### config.mk
export PLATFORM = sky130hd
export DESIGN_NAME = smash_output_arbiter
export DESIGN_NICKNAME = d
export VERILOG_FILES = /design/src/rtl/smash_pkg.sv /design/src/rtl/smash_rr_arbiter.sv /design/src/rtl/smash_output_arbiter.sv
export SDC_FILE = /design/constraint.sdc
export NUM_CORES = 1
export LEC_CHECK = 0
export BUFFER_PORTS_ARGS = -buffer_cell sky130_fd_sc_hd__buf_4
export CELL_PAD_IN_SITES_DETAIL_PLACEMENT = 0
export CELL_PAD_IN_SITES_GLOBAL_PLACEMENT = 1
export CORE_MARGIN = 4
export CORE_UTILIZATION = 26
export CTS_CLUSTER_DIAMETER = 50
export DETAILED_ROUTE_END_ITERATION = 12
export GPL_ROUTABILITY_DRIVEN = 0
export MAX_ROUTING_LAYER = met4
export PLACE_DENSITY_LB_ADDON = 0.1
export SETUP_SLACK_MARGIN = 0.15
export SLEW_MARGIN = 20
export SYNTH_ARGS = -nofsm -noshare
export SYNTH_HDL_FRONTEND = slang
export SYNTH_HIERARCHICAL = 1
export SYNTH_SLANG_ARGS = --single-unit
### constraint.sdc
create_clock -name i_clk -period 4.4 [get_ports i_clk]
set_input_delay 1.1 -clock i_clk [delete_from_list [all_inputs] [get_ports i_clk]]
set_output_delay 1.1 -clock i_clk [all_outputs]
set_load 0.05 [all_outputs]
### src/rtl/smash_pkg.sv
// Shared definitions for the SMASH router output stage: flit type codes,
// type-field placement and the output arbiter state encoding.
package smash_pkg;

    localparam logic [1:0] FLIT_BODY   = 2'b00;
    localparam logic [1:0] FLIT_TAIL   = 2'b01;
    localparam logic [1:0] FLIT_HEAD   = 2'b10;
    localparam logic [1:0] FLIT_SINGLE = 2'b11;

    // Type field positions as offsets below the flit width: bits [W-1:W-2].
    localparam int FLIT_TYPE_MSB = 1;
    localparam int FLIT_TYPE_LSB = 2;

    typedef enum logic {
        ST_IDLE   = 1'b0,
        ST_LOCKED = 1'b1
    } state_t;

    function automatic logic is_start(input logic [1:0] ftype);
        return (ftype == FLIT_HEAD) || (ftype == FLIT_SINGLE);
    endfunction

    function automatic logic is_last(input logic [1:0] ftype);
        return (ftype == FLIT_TAIL) || (ftype == FLIT_SINGLE);
    endfunction

endpackage

### src/rtl/smash_rr_arbiter.sv
// Combinational round-robin picker: first asserted request at or above ptr,
// wrapping at N_PORTS. Outputs are zero when nothing requests.
module smash_rr_arbiter #(
    parameter int N_PORTS = 4
) (
    input  logic [N_PORTS-1:0]         req,
    input  logic [$clog2(N_PORTS)-1:0] ptr,
    output logic [N_PORTS-1:0]         gnt,
    output logic [$clog2(N_PORTS)-1:0] index
);
    localparam int PTR_W = $clog2(N_PORTS);

    always_comb begin : pick
        logic             found;
        logic [PTR_W-1:0] cand;
        gnt   = '0;
        index = '0;
        found = 1'b0;
        cand  = '0;
        for (int i = 0; i < N_PORTS; i++) begin
            cand = PTR_W'((int'(ptr) + i) % N_PORTS);
            if (!found && req[cand]) begin
                found      = 1'b1;
                gnt[cand]  = 1'b1;
                index      = cand;
            end
        end
    end

endmodule

### src/rtl/smash_output_arbiter.sv
// Wormhole output-port arbiter: locks one input FIFO per packet (head to tail),
// steering its flits straight into the shared downstream FIFO.
module smash_output_arbiter
    import smash_pkg::*;
#(
    parameter int N_PORTS   = 4,
    parameter int DATA_SIZE = 32
) (
    input  logic                         i_clk,
    input  logic                         i_rst_n,
    input  logic [N_PORTS-1:0]           i_empty,
    input  logic [N_PORTS*DATA_SIZE-1:0] i_data,
    output logic [N_PORTS-1:0]           o_read,
    output logic [DATA_SIZE-1:0]         o_data,
    output logic                         o_write,
    input  logic                         i_full,
    output logic [N_PORTS-1:0]           o_grant,
    output logic                         o_busy,
    output logic                         o_proto_err
);
    localparam int PTR_W    = $clog2(N_PORTS);
    localparam int TYPE_LSB = DATA_SIZE - FLIT_TYPE_LSB;
    localparam int TYPE_W   = FLIT_TYPE_LSB - FLIT_TYPE_MSB + 1;

    state_t               state_q, state_d;
    logic [N_PORTS-1:0]   grant_q, grant_d;
    logic [PTR_W-1:0]     gidx_q, gidx_d;
    logic [PTR_W-1:0]     rr_ptr_q, rr_ptr_d;
    logic                 proto_err_q, proto_err_d;

    logic [N_PORTS-1:0]   req;
    logic [N_PORTS-1:0]   bad_front;
    logic [N_PORTS-1:0]   arb_gnt;
    logic [PTR_W-1:0]     arb_idx;
    logic [DATA_SIZE-1:0] front_g;
    logic [TYPE_W-1:0]    front_g_type;
    logic                 xfer;

    // A non-empty port whose front is mid-packet can never start a packet.
    always_comb begin : classify
        logic [TYPE_W-1:0] ftype;
        req       = '0;
        bad_front = '0;
        ftype     = '0;
        for (int k = 0; k < N_PORTS; k++) begin
            ftype        = i_data[k*DATA_SIZE + TYPE_LSB +: TYPE_W];
            req[k]       = !i_empty[k] && is_start(ftype);
            bad_front[k] = !i_empty[k] && !is_start(ftype);
        end
    end

    smash_rr_arbiter #(
        .N_PORTS (N_PORTS)
    ) u_rr (
        .req   (req),
        .ptr   (rr_ptr_q),
        .gnt   (arb_gnt),
        .index (arb_idx)
    );

    always_comb begin : grant_mux
        front_g = '0;
        for (int k = 0; k < N_PORTS; k++) begin
            if (grant_q[k]) front_g = i_data[k*DATA_SIZE +: DATA_SIZE];
        end
    end

    assign front_g_type = front_g[TYPE_LSB +: TYPE_W];
    assign xfer = (state_q == ST_LOCKED) && |(grant_q & ~i_empty) && !i_full;

    always_comb begin : fsm
        state_d     = state_q;
        grant_d     = grant_q;
        gidx_d      = gidx_q;
        rr_ptr_d    = rr_ptr_q;
        proto_err_d = proto_err_q;
        o_read      = '0;
        o_write     = 1'b0;
        o_data      = '0;
        case (state_q)
            ST_IDLE: begin
                if (|bad_front) proto_err_d = 1'b1;
                if (|req) begin
                    state_d = ST_LOCKED;
                    grant_d = arb_gnt;
                    gidx_d  = arb_idx;
                end
            end
            ST_LOCKED: begin
                o_data = front_g;
                if (xfer) begin
                    o_read  = grant_q;
                    o_write = 1'b1;
                    if (is_last(front_g_type)) begin
                        state_d  = ST_IDLE;
                        grant_d  = '0;
                        // Move past the winner so it cannot immediately win again.
                        rr_ptr_d = (gidx_q == PTR_W'(N_PORTS - 1)) ? '0 : gidx_q + PTR_W'(1);
                    end
                end
            end
        endcase
    end

    always_ff @(posedge i_clk or negedge i_rst_n) begin
        if (!i_rst_n) begin
            state_q     <= ST_IDLE;
            grant_q     <= '0;
            gidx_q      <= '0;
            rr_ptr_q    <= '0;
            proto_err_q <= 1'b0;
        end else begin
            state_q     <= state_d;
            grant_q     <= grant_d;
            gidx_q      <= gidx_d;
            rr_ptr_q    <= rr_ptr_d;
            proto_err_q <= proto_err_d;
        end
    end

    assign o_grant     = grant_q;
    assign o_busy      = (state_q == ST_LOCKED);
    assign o_proto_err = proto_err_q;

endmodule

==> results by group, run 1 <==
Status
  • Status: finished clean

Route
  • Met3 wire len: 594 um
  • Met1 WL: 3738 um
  • Drt first pass iters: 4
  • WL per Instance: 17.21 um
  • Antenna-violating nets left: 0
  • DR vias: 2681
  • Number of DRC markers in iteration 0: 72
  • Residual DRC: 0
  • Routed WL: 8948 um
  • Vias per cell: 5.156
  • Met2 wire len: 4512 um
  • Highest Signal Layer: met4

Finish
  • Final core utilization: 46.77%
  • Layout area overhead: 75.24%
  • Inserted Diodes: 0
  • Nets@finish: 563
  • Design area: 0.003374 sq mm
  • Layout cell share with drive strength beyond 1: 47.51%
  • Layout Cells excl Fill: 520
  • Leading cell type in the layout, fill and taps excluded: buf_4
  • Most frequent cells in the layout: buf_4, inv_1, a221oi_1, a22o_1, a21oi_1

Timing
  • RSZ-0062 raised after global routing: no
  • Fin Clk Skew: 0.003726 ns
  • Slew Limit Headroom: 47.96%
  • Final Max Tran Viols: 0
  • Max Freq: 0.2986 GHz
  • Fin Setup TNS: 0 ns
  • Final period utilization: 76.10%
  • Fin. Hold Viols: 0
  • Worst-Margin Slew: 0.7805 ns
  • Final worst slack: 1.051 ns
  • Min cycle time layout: 3.349 ns
  • # setup viols final: 0

CTS
  • TritonCTS clock tree: done
  • Clock Latency Late Sink: 0.24 ns
  • Post-CTS Setup Bufs: 0
  • H-tree Lvls: 1
  • # clock sinks: 10
  • Root buf cell: clkbuf_8
  • Clk pin slew, worst setup/hold paths: 0.05 ns
  • Cts hold-fix bufs: 0
  • Clock tree buffer depth: 2
  • CTS buffer count: 3
  • Post_cts resized: 0

Hold path
  • Hold Path Class: register to register

Yosys
  • Sequential area share after synthesis: 13.00%
  • Avg Cell Area, Syn: 7.464 sq um
  • Cell Area, Synth: 0.001926 sq mm
  • Syn nets: 399
  • Synth unique cells: 37
  • YS warnings: 6
  • Synthesized flop and latch total: 10
  • Post-Syn Instances: 258

Power and ir drop
  • Comb power frac: 37.4%
  • Sw Pwr: 0.00007374 W
  • Leakage: 1.726 nW
  • PD cells: 98.06 mW/mm^2
  • Net Sw Frac: 22.29%
  • Clk pwr share: 34.7%
  • Worst vdd rail ir drop: 0.2263 mV
  • Pint: 0.0002572 W
  • Sequential power share: 27.9%

Global routing
  • Grt ovf: 0
  • All-layer global routing usage: 18.60%
  • Initial antenna violation count: 0
  • First-pass GRT wire length: 12940 um
  • Vias in the first global route: 2505
  • Largest net degree at the start of global routing: 46

Run
  • Max Cap Viol: 0

Worst setup path
  • Setup crit end kind: output port
  • Critical Path AT: 2.25 ns
  • Crit path kind: input pin to output port
  • Worst EP required: 3.30 ns
  • CP Launch Type: input pin
  • CP max FO: 6

Floorplan
  • Initial core utilization: 26.69%
  • Core ar.: 0.007214 sq mm
  • Die Width: 94.06 um
  • Die Span Y: 94.06 um
  • IO Pins: 178
  • Rows: 31
  • Die area: 0.008847 sq mm

Place
  • Cells after DPL: 516
  • DP Wirelength: 7072 um
  • Area after DPL: 0.003319 sq mm
  • Number of port buffers: 177
  • Post-place setup slack: 1.039 ns
[layer usage]
layer	vias to the layer above	track usage [%]
met3	8	2.564
met5	-	-
met1	1257	23.33
met2	105	32.35
met4	0	3.008
li1	1311	-
[cell families after synthesis]
group                    after synthesis  share of synthesized area, %
AO/OA/AOI/OAI                        126                         49.19
adder cells (fa/ha/maj)                6                         3.899
multiplexers                           7                         6.758
flip-flops                            10                         13.00
AND/OR/NAND/NOR                       48                         14.04
buffers and inverters                 61                         13.13
[flip-flops by register name (all words and copies together) (netlist names)]
signal / count
o_busy: 1
o_grant: 4
gidx_q: 2
rr_ptr_q: 2
o_proto_err: 1
[area by class of cell]
| cell class | instances | area, sq um |
|---|---|---|
| inverters | 36 | 135.1 |
| fillers | 745 | 3840 |
| repair buffers | 184 | 1381 |
| well taps | 99 | 123.9 |
| clock buffers | 4 | 55.05 |
| multi-input cells | 187 | 1428 |
| flip-flops and latches | 10 | 251.5 |
[Yosys cell counts]
cell type   n  share of area [%]
inv_1      36                7.0
buf_6       2                1.2
and2_1      6                1.9
and2_0      1               0.33
a211oi_1    1               0.39
nor3b_1     1               0.39
buf_1       6                1.2
o41a_1      1               0.58
o31ai_1     1               0.39
nand3_1     1               0.26
nand2b_1    6                1.9
o211ai_1    1               0.39
o41ai_4     1                1.4
a41oi_2     1               0.84
mux2_4      2                1.6
mux4_2      4                4.7
o21ai_0     8                2.1
a221oi_1   32                 15
a22oi_1     8                3.1
o2111ai_1   1               0.45
nor2_1      7                1.4
buf_2       7                1.8
a21o_1      1               0.39
clkbuf_1   10                1.9
o21ai_1     5                1.3
nor2b_1     8                2.6
dfrtp_1    10                 13
and3b_1     1               0.45
nor4b_4     1                1.2
a21oi_1    31                8.1
or2b_1      1               0.39
o22ai_1     2               0.65
ha_1        6                3.9
mux2i_1     1               0.52
nand3b_1    1               0.39
nand2_1    14                2.7
a22o_1     32                 15
[worst max-delay path, stage by stage]
cell and delay [ns]:
buf_4 0.10, or2b_1 0.25, a41oi_2 0.39, and2_1 0.20
buf_4 0.19
[power by group through the flow]
| stage | logic, W | clock network [W] | registers, W |
|---|---|---|---|
| after global placement | 0.000122 | 0 | 0.0000936 |
| after detailed placement | 0.000124 | 0 | 0.0000936 |
| after global routing | 0.000135 | 0.000123 | 0.0000920 |
| after CTS | 0.000125 | 0.000117 | 0.0000921 |
| final | 0.000124 | 0.000115 | 0.0000922 |
| after floorplan | 0.0000257 | 0 | 0.0000937 |
[metrics by stage]
stage / power, W / hold WS (ns)
floorplan: 0.0001193 / 0.4498
global placement: 0.0002156 / 0.4586
detailed placement: 0.0002177 / 0.4594
CTS: 0.0003336 / 0.4803
global route: 0.0003495 / 0.4998
finish: 0.0003309 / 0.4738
[path summary, 6_finish.rpt]
check,start,end,slack (ns),cells after the start
max reg2reg,rr_ptr_q[0]$_DFFE_PN0P_,o_grant[3]$_DFFE_PN0P_,1.81,8
min in group asynchronous,i_rst_n,o_grant[0]$_DFFE_PN0P_,0.68,1
min,o_proto_err$_DFFE_PN0P_,o_proto_err$_DFFE_PN0P_,0.47,1
max,i_full,o_read[0],1.05,5
max in group asynchronous,i_rst_n,o_grant[2]$_DFFE_PN0P_,3.56,1
min reg2reg,o_proto_err$_DFFE_PN0P_,o_proto_err$_DFFE_PN0P_,0.47,1
(Power assumes the default switching activity.)
==> run 2, diff against run 1 <==
- ABC_AREA: not set -> 1
- CORE_UTILIZATION: 26 -> 22
- clock period: 4.4 -> 3 ns (I/O delays scaled with it)
==> results by group, run 2 <==
CTS
  • Post_cts resized: 0
  • Clock tree buffer depth: 2
  • Cts hold-fix bufs: 0
  • # clock sinks: 10
  • Clock Latency Late Sink: 0.23 ns
  • Post-CTS Setup Bufs: 0
  • CTS buffer count: 3
  • Clk pin slew, worst setup/hold paths: 0.05 ns
  • Root buf cell: clkbuf_8
  • H-tree Lvls: 1
  • TritonCTS clock tree: done

Finish
  • Inserted Diodes: 0
  • Most frequent cells in the layout: buf_4, o21ai_0, a21oi_1
  • Layout area overhead: 69.04%
  • Fillers: 1078
  • Leading cell type in the layout, fill and taps excluded: buf_4
  • Layout cell share with drive strength beyond 1: 38.82%
  • Nets@finish: 683
  • Layout Cells excl Fill: 670
  • Max reg flops: 4

Place
  • Number of port buffers: 177
  • DP Wirelength: 7888 um
  • Cells after DPL: 666

Worst setup path
  • Worst EP required: 2.25 ns
  • CP Launch Type: register
  • Setup crit end kind: output port
  • Critical Path AT: 1.84 ns
  • FF-to-FF End: gidx_q[0]$_DFFE_PN0P_
  • R2R depth: 11
  • Reg2reg setup slack: 0.90 ns
  • Startpoint of the worst-slack reg-to-reg timing path: rr_ptr_q[0]$_DFFE_PN0P_
  • CP max FO: 33
  • Crit path kind: register to output port

Power and ir drop
  • Worst vdd rail ir drop: 0.3670 mV
  • Leakage: 1.854 nW
  • Sw Pwr: 0.002481 W
  • Tot Pwr: 0.003855 W
  • Pint: 0.001374 W
  • Net Sw Frac: 64.36%
  • Comb power frac: 89.2%
  • Sequential power share: 6.4%
  • PD cells: 1063 mW/mm^2
  • Clk pwr share: 4.4%

Route
  • Antenna-violating nets left: 0
  • WL per Instance: 15.25 um
  • Drt first pass iters: 4
  • Number of DRC markers in iteration 0: 161
  • Vias per cell: 4.640
  • Residual DRC: 0
  • DR vias: 3109
  • Routed WL: 10220 um

Status
  • Status: finished clean

Timing
  • RSZ-0062 raised after global routing: no
  • Fin Setup TNS: 0 ns
  • Worst-Margin Slew: 0.5962 ns
  • Fin Clk Skew: 0.0002997 ns
  • Fin. Hold Viols: 0
  • Min cycle time layout: 2.593 ns
  • Final period utilization: 86.44%
  • Slew Limit Headroom: 60.20%
  • Final Max Tran Viols: 0
  • Max Freq: 0.3856 GHz
  • # setup viols final: 0
  • Worst-case hold slack: 0.3390 ns

Yosys
  • Avg Cell Area, Syn: 5.647 sq um
  • Syn nets: 521
  • Cell Area, Synth: 0.002146 sq mm
  • Post-synth ARST share: 100.0%
  • Yosys top cell by area: o21ai_0
  • Synthesized flop and latch total: 10
  • Post-synth top flop: dfrtp_1
  • Most frequent cell after synthesis: o21ai_0
  • Synth unique cells: 28
  • YS warnings: 6
  • Ranking of synthesized cells by area: o21ai_0, a21oi_1, dfrtp_1
  • Most instantiated cells after synthesis: o21ai_0, a21oi_1, nand2_1, nor2_1, nand3_1
  • Sequential area share after synthesis: 11.66%
  • Yosys top cell area share: 19.59%
  • Post-synth EDFFs: 0
  • Post-Syn Instances: 380

Floorplan
  • Initial core utilization: 22.90%
  • Die Span Y: 106.8 um
  • Die Width: 106.8 um
  • IO Pins: 178
  • Rows: 35
  • Core ar.: 0.009371 sq mm
  • Die area: 0.01140 sq mm

Global routing
  • First-pass GRT wire length: 15540 um
  • Largest net degree at the start of global routing: 42
  • All-layer global routing usage: 17.06%
  • Vias in the first global route: 3007
  • Grt ovf: 0
  • Initial antenna violation count: 0

Hold path
  • Hold Path Class: input pin to async pin

Run
  • Max Cap Viol: 0
run 2: cell types whose count changed after synthesis, moves of 15 or more:
cell and delta:
o21ai_0 +76, a21oi_1 +37, nand2_1 +37, nor2_1 +35, a221oi_1 -32, a22o_1 -32
nand3_1 +27, inv_1 -15
run 2: cell families after synthesis:
group,share of synthesized area [%]
compound gates,40.82
simple gates,31.66
buf+inv,12.36
flops,11.66
fa+ha+maj,3.498
run 2: per-stage QoR:
| stage | util (%) | instance area (sq um) | setup slack [ns] |
|---|---|---|---|
| after floorplan | - | 2146 | 0.1660 |
| after global placement | 38.12 | 3572 | 0.5776 |
| after detailed placement | 38.12 | 3572 | 0.5731 |
| after CTS | 38.70 | 3627 | 0.3768 |
| after global routing | 38.70 | 3627 | 0.1984 |
| final | 38.70 | 3627 | 0.4069 |
run 2: routing by layer:
| metal | routed length [um] | up-vias | global-route usage, % | part of all wire [%] |
|---|---|---|---|---|
| met5 | 0 | - | - | 0 |
| met4 | 197 | 0 | 2.648 | 1.9 |
| met3 | 868 | 12 | 3.974 | 8.5 |
| met2 | 4849 | 131 | 28.55 | 47 |
| met1 | 4302 | 1346 | 21.44 | 42 |
| li1 | - | 1620 | - | - |
run 2: layout make-up:
cell class              count  area (sq um)  area share [%]
inverters                  28         123.9           3.415
clock buffers               4         55.05           1.518
flip-flops and latches     10         250.2           6.899
well taps                 129         161.4           4.450
multi-input cells         315          1630           44.95
repair buffers            184          1406           38.77
run 2: how the worst max path moves through the flow:
stage,to,startpoint,slack [ns]
after global routing,o_data[28],o_grant[1]$_DFFE_PN0P_,0.20
after floorplan,o_data[24],o_grant[0]$_DFFE_PN0P_,0.17
after CTS,o_data[29],o_grant[3]$_DFFE_PN0P_,0.38
after detailed placement,o_read[1],i_empty[1],0.57
after global placement,o_read[1],i_empty[1],0.58
final,o_data[4],o_grant[1]$_DFFE_PN0P_,0.41
run 2: critical path: stages (launching register included):
cell,delay [ns]
dfrtp_1,0.38
inv_2,0.45
nor2_1,0.07
o21ai_0,0.18
o21ai_0,0.15
a21oi_1,0.16
buf_4,0.22
run 2: power by group through the flow:
stage / clock, W / sequential (W) / combinational (W)
finish: 0.000169 / 0.000247 / 0.00344
global route: 0.000186 / 0.000256 / 0.00373
CTS: 0.000175 / 0.000248 / 0.00347
detailed placement: 0 / 0.000250 / 0.00346
global placement: 0 / 0.000248 / 0.00346
floorplan: 0 / 0.000295 / 0.00242
==> run 3, diff against run 2 <==
- ABC_AREA: 1 -> not set
==> results by group, run 3 (synthesis results as in run 1) <==
Worst setup path
  • Setup crit end kind: output port
  • Cell mode on critical path: buf_4
  • CP Cell Sequence: buf_4 > a211oi_1 > a221oi_1 > and2_1 > buf_4
  • Top Family by Delay on Critical Path: buffers and inverters
  • WP buf/inv: 2
  • Crit path kind: register to output port
  • Reg2reg setup slack: 0.87 ns
  • Critical path depth: 5
  • FF-to-FF End: rr_ptr_q[1]$_DFFE_PN0P_
  • Crit. Startpoint: o_grant[1]$_DFFE_PN0P_
  • CP max FO: 37
  • Worst EP required: 2.25 ns
  • CP Launch Type: register
  • Worst path max stage delay: 0.40 ns
  • Critical Path AT: 1.92 ns
  • R2R depth: 5
  • Worst-path cell with the longest stage delay: buf_4
  • Startpoint of the worst-slack reg-to-reg timing path: o_grant[1]$_DFFE_PN0P_

Power and ir drop
  • Clk pwr share: 31.7%
  • Sw Pwr: 0.0001108 W
  • Pint: 0.0003550 W
  • Comb power frac: 39.3%
  • PD cells: 135.8 mW/mm^2
  • Net Sw Frac: 23.79%
  • Sequential power share: 29.0%
  • Leakage: 1.749 nW
  • Worst vdd rail ir drop: 0.1513 mV

Floorplan
  • Core ar.: 0.008382 sq mm
  • Initial core utilization: 22.97%
  • IO Pins: 178
  • Rows: 33
  • Die Width: 101.6 um
  • Die Span Y: 101.6 um
  • Die area: 0.01031 sq mm

Route
  • Vias per cell: 4.979
  • Residual DRC: 0
  • Drt first pass iters: 4
  • Routed WL: 9359 um
  • Number of DRC markers in iteration 0: 106
  • DR vias: 2644
  • WL per Instance: 17.63 um
  • Antenna-violating nets left: 0

Timing
  • Worst-Margin Slew: 0.6353 ns
  • Final Max Tran Viols: 0
  • RSZ-0062 raised after global routing: no
  • Fin Setup TNS: 0 ns
  • # setup viols final: 0
  • Final period utilization: 89.00%
  • Fin. Hold Viols: 0
  • Worst-case hold slack: 0.3338 ns
  • Slew Limit Headroom: 57.56%
  • Min cycle time layout: 2.670 ns
  • Fin Clk Skew: 0.004506 ns
  • Max Freq: 0.3745 GHz

CTS
  • Root buf cell: clkbuf_8
  • Clk pin slew, worst setup/hold paths: 0.05 ns
  • Cts hold-fix bufs: 0
  • # clock sinks: 10
  • TritonCTS clock tree: done
  • CTS buffer count: 3
  • Clock tree buffer depth: 2
  • Clock Latency Late Sink: 0.24 ns
  • H-tree Lvls: 1

Finish
  • Leading cell type in the layout, fill and taps excluded: buf_4
  • Layout area overhead: 78.10%
  • Inserted Diodes: 0
  • Max reg flops: 4
  • Fillers: 878
  • Nets@finish: 568
  • Layout cell share with drive strength beyond 1: 47.89%
  • Most frequent cells in the layout: buf_4, inv_1, a221oi_1, a22o_1, a21oi_1

Global routing
  • First-pass GRT wire length: 13650 um
  • Vias in the first global route: 2598
  • Grt ovf: 0
  • Initial antenna violation count: 0
  • Largest net degree at the start of global routing: 38
  • All-layer global routing usage: 16.94%

Place
  • DP Wirelength: 7278 um
  • Number of port buffers: 177

Hold path
  • Hold Path Class: input pin to async pin

Run
  • Max Cap Viol: 0

Status
  • Status: finished clean
## run 3: cell types whose count changed in the layout (fill, tap and decap cells not counted), sizes merged, moves of 5 or more
cell,previous run,this run
o21ai,97,13
and2,0,7
buf,184,189
a221oi,0,32
nand2b,0,6
inv,27,36
nand3,30,1
nor2,46,7
nor2b,0,8
nand2,57,14
a22o,0,32
a22oi,0,8
a21oi,68,31
## run 3: worst max path at each step
stage	endpoint	slack [ns]
global placement	o_data[3]	0.26
global route	o_data[21]	0.24
finish	o_data[30]	0.33
detailed placement	o_data[10]	0.26
CTS	o_data[10]	0.27
floorplan	o_read[0]	0.16
## run 3: repair_timing
item	4_1_cts	5_1_grt
resized for setup	1	1
setup buffers	0	3
pin swaps	0	0
setup endpoints to repair	14	10
## run 3: metal layers
metal  part of all wire, %  global-route usage, %  vias to the layer above
li1                      -                      -                     1317
met1                    39                  20.81                     1201
met2                    52                  29.98                      117
met3                   8.4                  2.066                        9
met4                  0.98                  2.965                        0
met5                     0                      -                        -
## run 3: layout make-up
cell class              instances  area [sq um]  share of cell area [%]
well taps                     105         131.4                   3.831
inverters                      36         135.1                   3.940
multi-input cells             187          1433                   41.77
repair buffers                189          1431                   41.74
flip-flops and latches         10         254.0                   7.406
clock buffers                   4         45.04                   1.313
## run 3: power groups by stage
stage | logic [W] | clock network (W) | registers, W
after floorplan | 0.0000377 | 0 | 0.000137
after global placement | 0.000183 | 0 | 0.000137
after detailed placement | 0.000183 | 0 | 0.000137
after CTS | 0.000184 | 0.000153 | 0.000135
after global routing | 0.000198 | 0.000162 | 0.000135
final | 0.000183 | 0.000148 | 0.000135
## run 3: through the flow
stage          power [W]  util (%)  worst slack, ns  instance area [sq um]  instances
3_3_place_gp   0.0003200     40.02           0.2650                   3354        524
3_5_place_dp   0.0003201     40.02           0.2563                   3354        524
6_report       0.0004659     40.92           0.3299                   3430        531
5_1_grt        0.0004947     40.92           0.2432                   3430        531
4_1_cts        0.0004717     40.62           0.2676                   3405        528
2_1_floorplan  0.0001750         -           0.1563                   1926        258
